`src/rtl/tmax_gamma_n_if.sv`:
```
// Bus bundle for tmax_gamma_n: spike inputs, channel mask and windowed max results.
// TMAX_MIN_MODE_EN adds the first-arrival (min) outputs.
interface tmax_gamma_n_if #(
  parameter int N_IN  = 4,
  parameter int CNT_W = 4
);
  logic [N_IN-1:0]  a;
  logic [N_IN-1:0]  ch_mask;
  logic             gamma_start;
  logic             y;
  logic             y_valid;
  logic [CNT_W-1:0] y_time;
  logic             y_inf;
`ifdef TMAX_MIN_MODE_EN
  logic             y_min;
  logic [CNT_W-1:0] y_min_time;

  modport master (output a, ch_mask,
                  input  gamma_start, y, y_valid, y_time, y_inf, y_min, y_min_time);
  modport slave  (input  a, ch_mask,
                  output gamma_start, y, y_valid, y_time, y_inf, y_min, y_min_time);
`else
  modport master (output a, ch_mask,
                  input  gamma_start, y, y_valid, y_time, y_inf);
  modport slave  (input  a, ch_mask,
                  output gamma_start, y, y_valid, y_time, y_inf);
`endif
endinterface

```
`src/rtl/tmax_gamma_n.sv`:
```
// N-input temporal max (last arrival) with internal gamma window framing.
// Optional TMAX_MIN_MODE_EN builds the first-arrival (min) result alongside the max.
module tmax_gamma_n #(
  parameter int N_IN      = 4,
  parameter int GAMMA_LEN = 16,
  parameter int CNT_W     = $clog2(GAMMA_LEN)
) (
  input logic          aclk,
  input logic          grst,
  tmax_gamma_n_if.slave bus
);

  typedef enum logic {COLLECT, FIRED} state_t;

  state_t            state, state_nx;
  logic [CNT_W-1:0]  count;
  logic [CNT_W-1:0]  tmax, tmax_nx;
  logic [N_IN-1:0]   a_q, arrived, arrived_nx, mask_q, mask_eff, new_arr;
  logic              last, complete, fired_nx;
  logic              y_valid_r, y_inf_r;
  logic [CNT_W-1:0]  y_time_r;

  assign last = (count == CNT_W'(GAMMA_LEN - 1));

  // At count 0 the freshly sampled mask governs, so t=0 arrivals count.
  assign mask_eff   = (count == '0) ? bus.ch_mask : mask_q;
  assign new_arr    = bus.a & ~a_q & mask_eff & ~arrived;
  assign arrived_nx = arrived | new_arr;
  assign complete   = (state == COLLECT) && (|mask_eff) &&
                      ((arrived_nx & mask_eff) == mask_eff);

  always_comb begin
    state_nx = state;
    tmax_nx  = tmax;
    case (state)
      COLLECT: if (complete) state_nx = FIRED;
      FIRED:   state_nx = FIRED;
      default: state_nx = COLLECT;
    endcase
    if (complete) tmax_nx = count;
    // Report what the window reached (including a t=GAMMA_LEN-1 completion) before the wrap clears it.
    fired_nx = (state_nx == FIRED);
    if (last) state_nx = COLLECT;
  end

  always_ff @(posedge aclk or negedge grst) begin
    if (!grst) begin
      state     <= COLLECT;
      count     <= '0;
      a_q       <= '0;
      arrived   <= '0;
      mask_q    <= '0;
      tmax      <= '0;
      y_valid_r <= 1'b0;
      y_time_r  <= '0;
      y_inf_r   <= 1'b0;
    end else begin
      state     <= state_nx;
      count     <= last ? '0 : count + CNT_W'(1);
      a_q       <= bus.a;
      if (count == '0) mask_q <= bus.ch_mask;
      arrived   <= last ? '0 : arrived_nx;
      tmax      <= last ? '0 : tmax_nx;
      y_valid_r <= last;
      if (last) begin
        y_time_r <= fired_nx ? tmax_nx : '0;
        y_inf_r  <= ~fired_nx;
      end
    end
  end

  assign bus.gamma_start = (count == '0);
  assign bus.y           = (state == FIRED);
  assign bus.y_valid     = y_valid_r;
  assign bus.y_time      = y_time_r;
  assign bus.y_inf       = y_inf_r;

`ifdef TMAX_MIN_MODE_EN
  logic             min_seen, min_seen_nx;
  logic [CNT_W-1:0] tmin, tmin_nx, y_min_time_r;

  always_comb begin
    min_seen_nx = min_seen | (|new_arr);
    tmin_nx     = tmin;
    if (!min_seen && (|new_arr)) tmin_nx = count;
  end

  always_ff @(posedge aclk or negedge grst) begin
    if (!grst) begin
      min_seen     <= 1'b0;
      tmin         <= '0;
      y_min_time_r <= '0;
    end else begin
      min_seen <= last ? 1'b0 : min_seen_nx;
      tmin     <= last ? '0 : tmin_nx;
      if (last) y_min_time_r <= min_seen_nx ? tmin_nx : '0;
    end
  end

  assign bus.y_min      = min_seen;
  assign bus.y_min_time = y_min_time_r;
`endif

endmodule

```
`src/flat_wrapper.sv`:
```
// flat-port wrapper written by rule: the top's interface ports become plain ports
module tmax_gamma_n_flat 
#(
  parameter int N_IN      = 4,
  parameter int GAMMA_LEN = 16,
  parameter int CNT_W     = $clog2(GAMMA_LEN)
)
  (aclk, grst, bus_a, bus_ch_mask, bus_gamma_start, bus_y, bus_y_valid, bus_y_time, bus_y_inf);
  tmax_gamma_n_if #(.N_IN(N_IN), .CNT_W(CNT_W)) bus_i ();
  input logic aclk;
  input logic grst;
  input wire logic [$bits(bus_i.a)-1:0] bus_a;
  input wire logic [$bits(bus_i.ch_mask)-1:0] bus_ch_mask;
  output wire logic [$bits(bus_i.gamma_start)-1:0] bus_gamma_start;
  output wire logic [$bits(bus_i.y)-1:0] bus_y;
  output wire logic [$bits(bus_i.y_valid)-1:0] bus_y_valid;
  output wire logic [$bits(bus_i.y_time)-1:0] bus_y_time;
  output wire logic [$bits(bus_i.y_inf)-1:0] bus_y_inf;
  assign bus_i.a = bus_a;
  assign bus_i.ch_mask = bus_ch_mask;
  assign bus_gamma_start = bus_i.gamma_start;
  assign bus_y = bus_i.y;
  assign bus_y_valid = bus_i.y_valid;
  assign bus_y_time = bus_i.y_time;
  assign bus_y_inf = bus_i.y_inf;
  tmax_gamma_n #(.N_IN(N_IN), .GAMMA_LEN(GAMMA_LEN), .CNT_W(CNT_W)) u_core (.aclk(aclk), .grst(grst), .bus(bus_i));
endmodule
```
`config.mk`:
```
export PLATFORM = sky130hd
export DESIGN_NAME = tmax_gamma_n_flat
export DESIGN_NICKNAME = d
export VERILOG_FILES = /design/src/rtl/tmax_gamma_n_if.sv /design/src/rtl/tmax_gamma_n.sv /design/src/flat_wrapper.sv
export SDC_FILE = /design/constraint.sdc
export NUM_CORES = 1
export LEC_CHECK = 0
export ABC_AREA = 1
export CAP_MARGIN = 20
export CORE_MARGIN = 3
export CORE_UTILIZATION = 47
export CTS_CLUSTER_SIZE = 14
export DETAILED_ROUTE_END_ITERATION = 10
export MAX_ROUTING_LAYER = met4
export PLACE_DENSITY = 0.74
export SETUP_SLACK_MARGIN = 0.02
export SLEW_MARGIN = 25
export SYNTH_ARGS = -nofsm -noshare
export SYNTH_HDL_FRONTEND = slang
export SYNTH_SLANG_ARGS = --single-unit
```
`constraint.sdc`:
```
create_clock -name aclk -period 1.5 [get_ports aclk]
set_input_delay 0.225 -clock aclk [delete_from_list [all_inputs] [get_ports aclk]]
set_output_delay 0.225 -clock aclk [all_outputs]
set_load 0.005 [all_outputs]
```
==> results.cfg <==
[timing]
setup-violations-final = 10
finalMaxSlewViolations = 0
fin_skew_ns = 0.001144
timing.slew.headroom = 0.7717
slew_of_the_pin_with_the_lowest_slew_margin_ns = 0.3425
hold_viol_final = 0
finalSetupTns_ns = -1.415
rsz0062_at_grt = true
min_period_over_period = 1.121
hold_ws_ns = 0.2452
finalWorstPathRequiredPeriod_ns = 1.682
final.setup.worst_slack_ns = -0.1819
max_clock_freq_mhz = 594.6

[setup_path]
worst_setup_path_start_kind = register
crit_family = simple AND/OR/NAND/NOR gates
critPathMaxStageDelay_ns = 0.42
timing.critical_path.slowest_stage_cell = sky130_fd_sc_hd__dfrtp_1
reg2reg_slack_ns = -0.18
crit_arrival_ns = 1.96
cp_data_required_time_ns = 1.78
crit_path_max_fanout = 7
worstSetupPathType = register to register
worst_path_cell_chain = inv_2 -> ha_4 -> buf_6 -> nand3b_1 -> nand4_1 -> nand2_2 -> nor2_4 -> nand2_4 -> a21oi_4 -> nand2_1 -> nand2_1
critPathCaptureType = register
cp_num_buf_inv = 2
cp_common_cell = sky130_fd_sc_hd__nand2_1

[cells_and_area]
layout-drive-gt1-share = 0.3128
fillerInstances = 176
final_cell_mix = sky130_fd_sc_hd__nand2_1 (31), sky130_fd_sc_hd__dfrtp_1 (27), sky130_fd_sc_hd__buf_4 (22), sky130_fd_sc_hd__clkdlybuf4s50_1 (15), sky130_fd_sc_hd__inv_1 (12)
final_non_filler_cells = 207
final_core_utilization = 0.7269
layout.cells.most_common = sky130_fd_sc_hd__nand2_1
diodes = 0
design.final.nets = 192
stdcell_area_um2 = 1685
synthesis_to_finish_area_growth_pct = 39.73

[synth]
synth-seq-cells = 27
postSynthAreaPerCell_um2 = 9.001
yosysWarnings = 0
synth-seq-area-share = 0.5602
postSynthCellCount = 134
syn_area_um2 = 1206
synth.lib_cells_used.distinct = 19
total_nets_after_synthesis = 146

[floorplanning]
core_area_um2 = 2318
floorplan.die.width_um = 56.66
full_die_area_um2 = 3210
num_io_pins = 18
core.rowCount = 17
initial_utilization = 0.5202
die_y_um = 56.66

[drt]
drt_first_iter_violations = 21
dr_total_vias = 982
routed_wl_um = 2522
avgViaCountPerCell = 4.744
count_of_nets_left_with_antenna_violations_after_detail_routing = 0
drc_errors = 0
firstDrtPassIters = 4
wire_per_inst_um = 12.18

[placed_design]
routabilityCongestion = 0.7859
detailed_place_hpwl_um = 1720
numPortBuffers = 17
placedInstanceArea_um2 = 1518
post-place-ws_ns = -0.1602
number_of_instances_in_the_placed_design = 191

[clock_network]
clock_sink_count = 27
cts_buffers = 3
cts.clk_slew.worst_paths_ns = 0.14
maximum_root_to_sink_buffer_count = 2
clock_insertion_delay_worst_skew_ns = 0.32
root_buffer_cell = sky130_fd_sc_hd__clkbuf_4
cts_hold_buffers = 0
cts_tree = built
cts.htree.levels = 1

[run_status]
violations = setup timing
status = complete, but fails checks

[global_routing]
antenna_violations_before_repair = 0
first_global_vias = 1002
grt_use_total = 0.1692
overflow = 0
grt_max_degree = 28
wire_length_of_the_first_global_routing_pass_um = 4209

[pwr]
p_leak_nw = 0.8594
total_power_mw = 1.530
power_density_nw_per_um2 = 907.9
maximum_vdd_ir_drop_mv = 0.8533

[min_path]
worst_hold_path_type = input pin to async pin

[flow_run]
maxCapViolCount = 0
final cells by class:
type	count	area (µm²)	share of cell area
repair buffers	42	366.6	0.2175
multi-input cells	80	484.2	0.2873
inverters	26	97.59	0.05791
well taps	28	35.03	0.02079
clock buffers	4	26.28	0.01559
flip-flops and latches	27	675.6	0.4009
final timing paths:
| check | start | end | cells after the start |
|---|---|---|---|
| max in group asynchronous | grst | u_core.count[1]$_DFF_PN0_ | 2 |
| worst min-delay path | grst | u_core.mask_q[2]$_DFF_PN0_ | 2 |
| min in group aclk | bus_a[3] | u_core.a_q[3]$_DFF_PN0_ | 1 |
| worst max register to register | u_core.count[0]$_DFF_PN0_ | u_core.bus.y_time[3]$_DFFE_PN0P_ | 11 |
| worst max-delay path | u_core.count[0]$_DFF_PN0_ | u_core.bus.y_time[3]$_DFFE_PN0P_ | 11 |
| worst min register to register | u_core.bus.y_time[2]$_DFFE_PN0P_ | u_core.bus.y_time[2]$_DFFE_PN0P_ | 2 |
per-layer routing:
layer,vias up,share of wire,wire [µm],GRT usage
li1,504,-,-,-
met1,466,0.44,1122,0.2062
met2,12,0.52,1321,0.2921
met3,0,0.031,78,0.04368
met4,0,0,0,0.01695
met5,-,0,0,-
synthesized netlist by cell type:
cell                       number  share of area
sky130_fd_sc_hd__clkinv_1       9          0.028
sky130_fd_sc_hd__nor2_4         3          0.028
sky130_fd_sc_hd__ha_1           2          0.021
sky130_fd_sc_hd__inv_1         16          0.050
sky130_fd_sc_hd__nand2_4        2          0.019
sky130_fd_sc_hd__nor2_2         1         0.0052
sky130_fd_sc_hd__clkbuf_1       1         0.0031
sky130_fd_sc_hd__inv_2          1         0.0031
sky130_fd_sc_hd__nand3b_1       1         0.0062
sky130_fd_sc_hd__nand2_2        4          0.021
sky130_fd_sc_hd__a21oi_1        9          0.037
sky130_fd_sc_hd__nand2_1       36           0.11
sky130_fd_sc_hd__xor2_1         1         0.0073
sky130_fd_sc_hd__a21oi_4        1          0.013
sky130_fd_sc_hd__nor2_1         1         0.0031
sky130_fd_sc_hd__nand3_1       14          0.058
sky130_fd_sc_hd__o21ai_0        1         0.0041
sky130_fd_sc_hd__nand4_1        4          0.021
sky130_fd_sc_hd__dfrtp_1       27           0.56
state kept, by name, indices dropped and copies added (netlist names):
name,count
u_core.a_q,4
u_core.arrived,4
u_core.bus.y,1
u_core.bus.y_inf,1
u_core.bus.y_time,4
u_core.bus.y_valid,1
u_core.count,4
u_core.mask_q,4
u_core.tmax,4
power breakdown:
part / switching, mW / internal [mW] / total (mW)
Combinational: 0.146 / 0.229 / 0.375
Clock: 0.213 / 0.104 / 0.317
Sequential: 0.0335 / 0.804 / 0.837
kinds of logic (layout without fill, tap and decap cells):
family	Yosys count	after routing	share of synthesized area
AO/OA/AOI/OAI	11	11	0.05498
AND/OR/NAND/NOR	66	66	0.2728
flip-flops	27	27	0.5602
buffers and inverters	27	72	0.08402
adder cells (fa/ha/maj)	2	2	0.02074
XOR/XNOR	1	1	0.007263
timing repair:
action / 4_1_cts / 5_1_grt
setup endpoints to repair: 12 / 18
buffers inserted: 4 / 8
pin swaps: 7 / 5
cloned: 0 / 0
gates resized for setup: 11 / 11
Note: power is estimated with default switching activity, not from simulation.
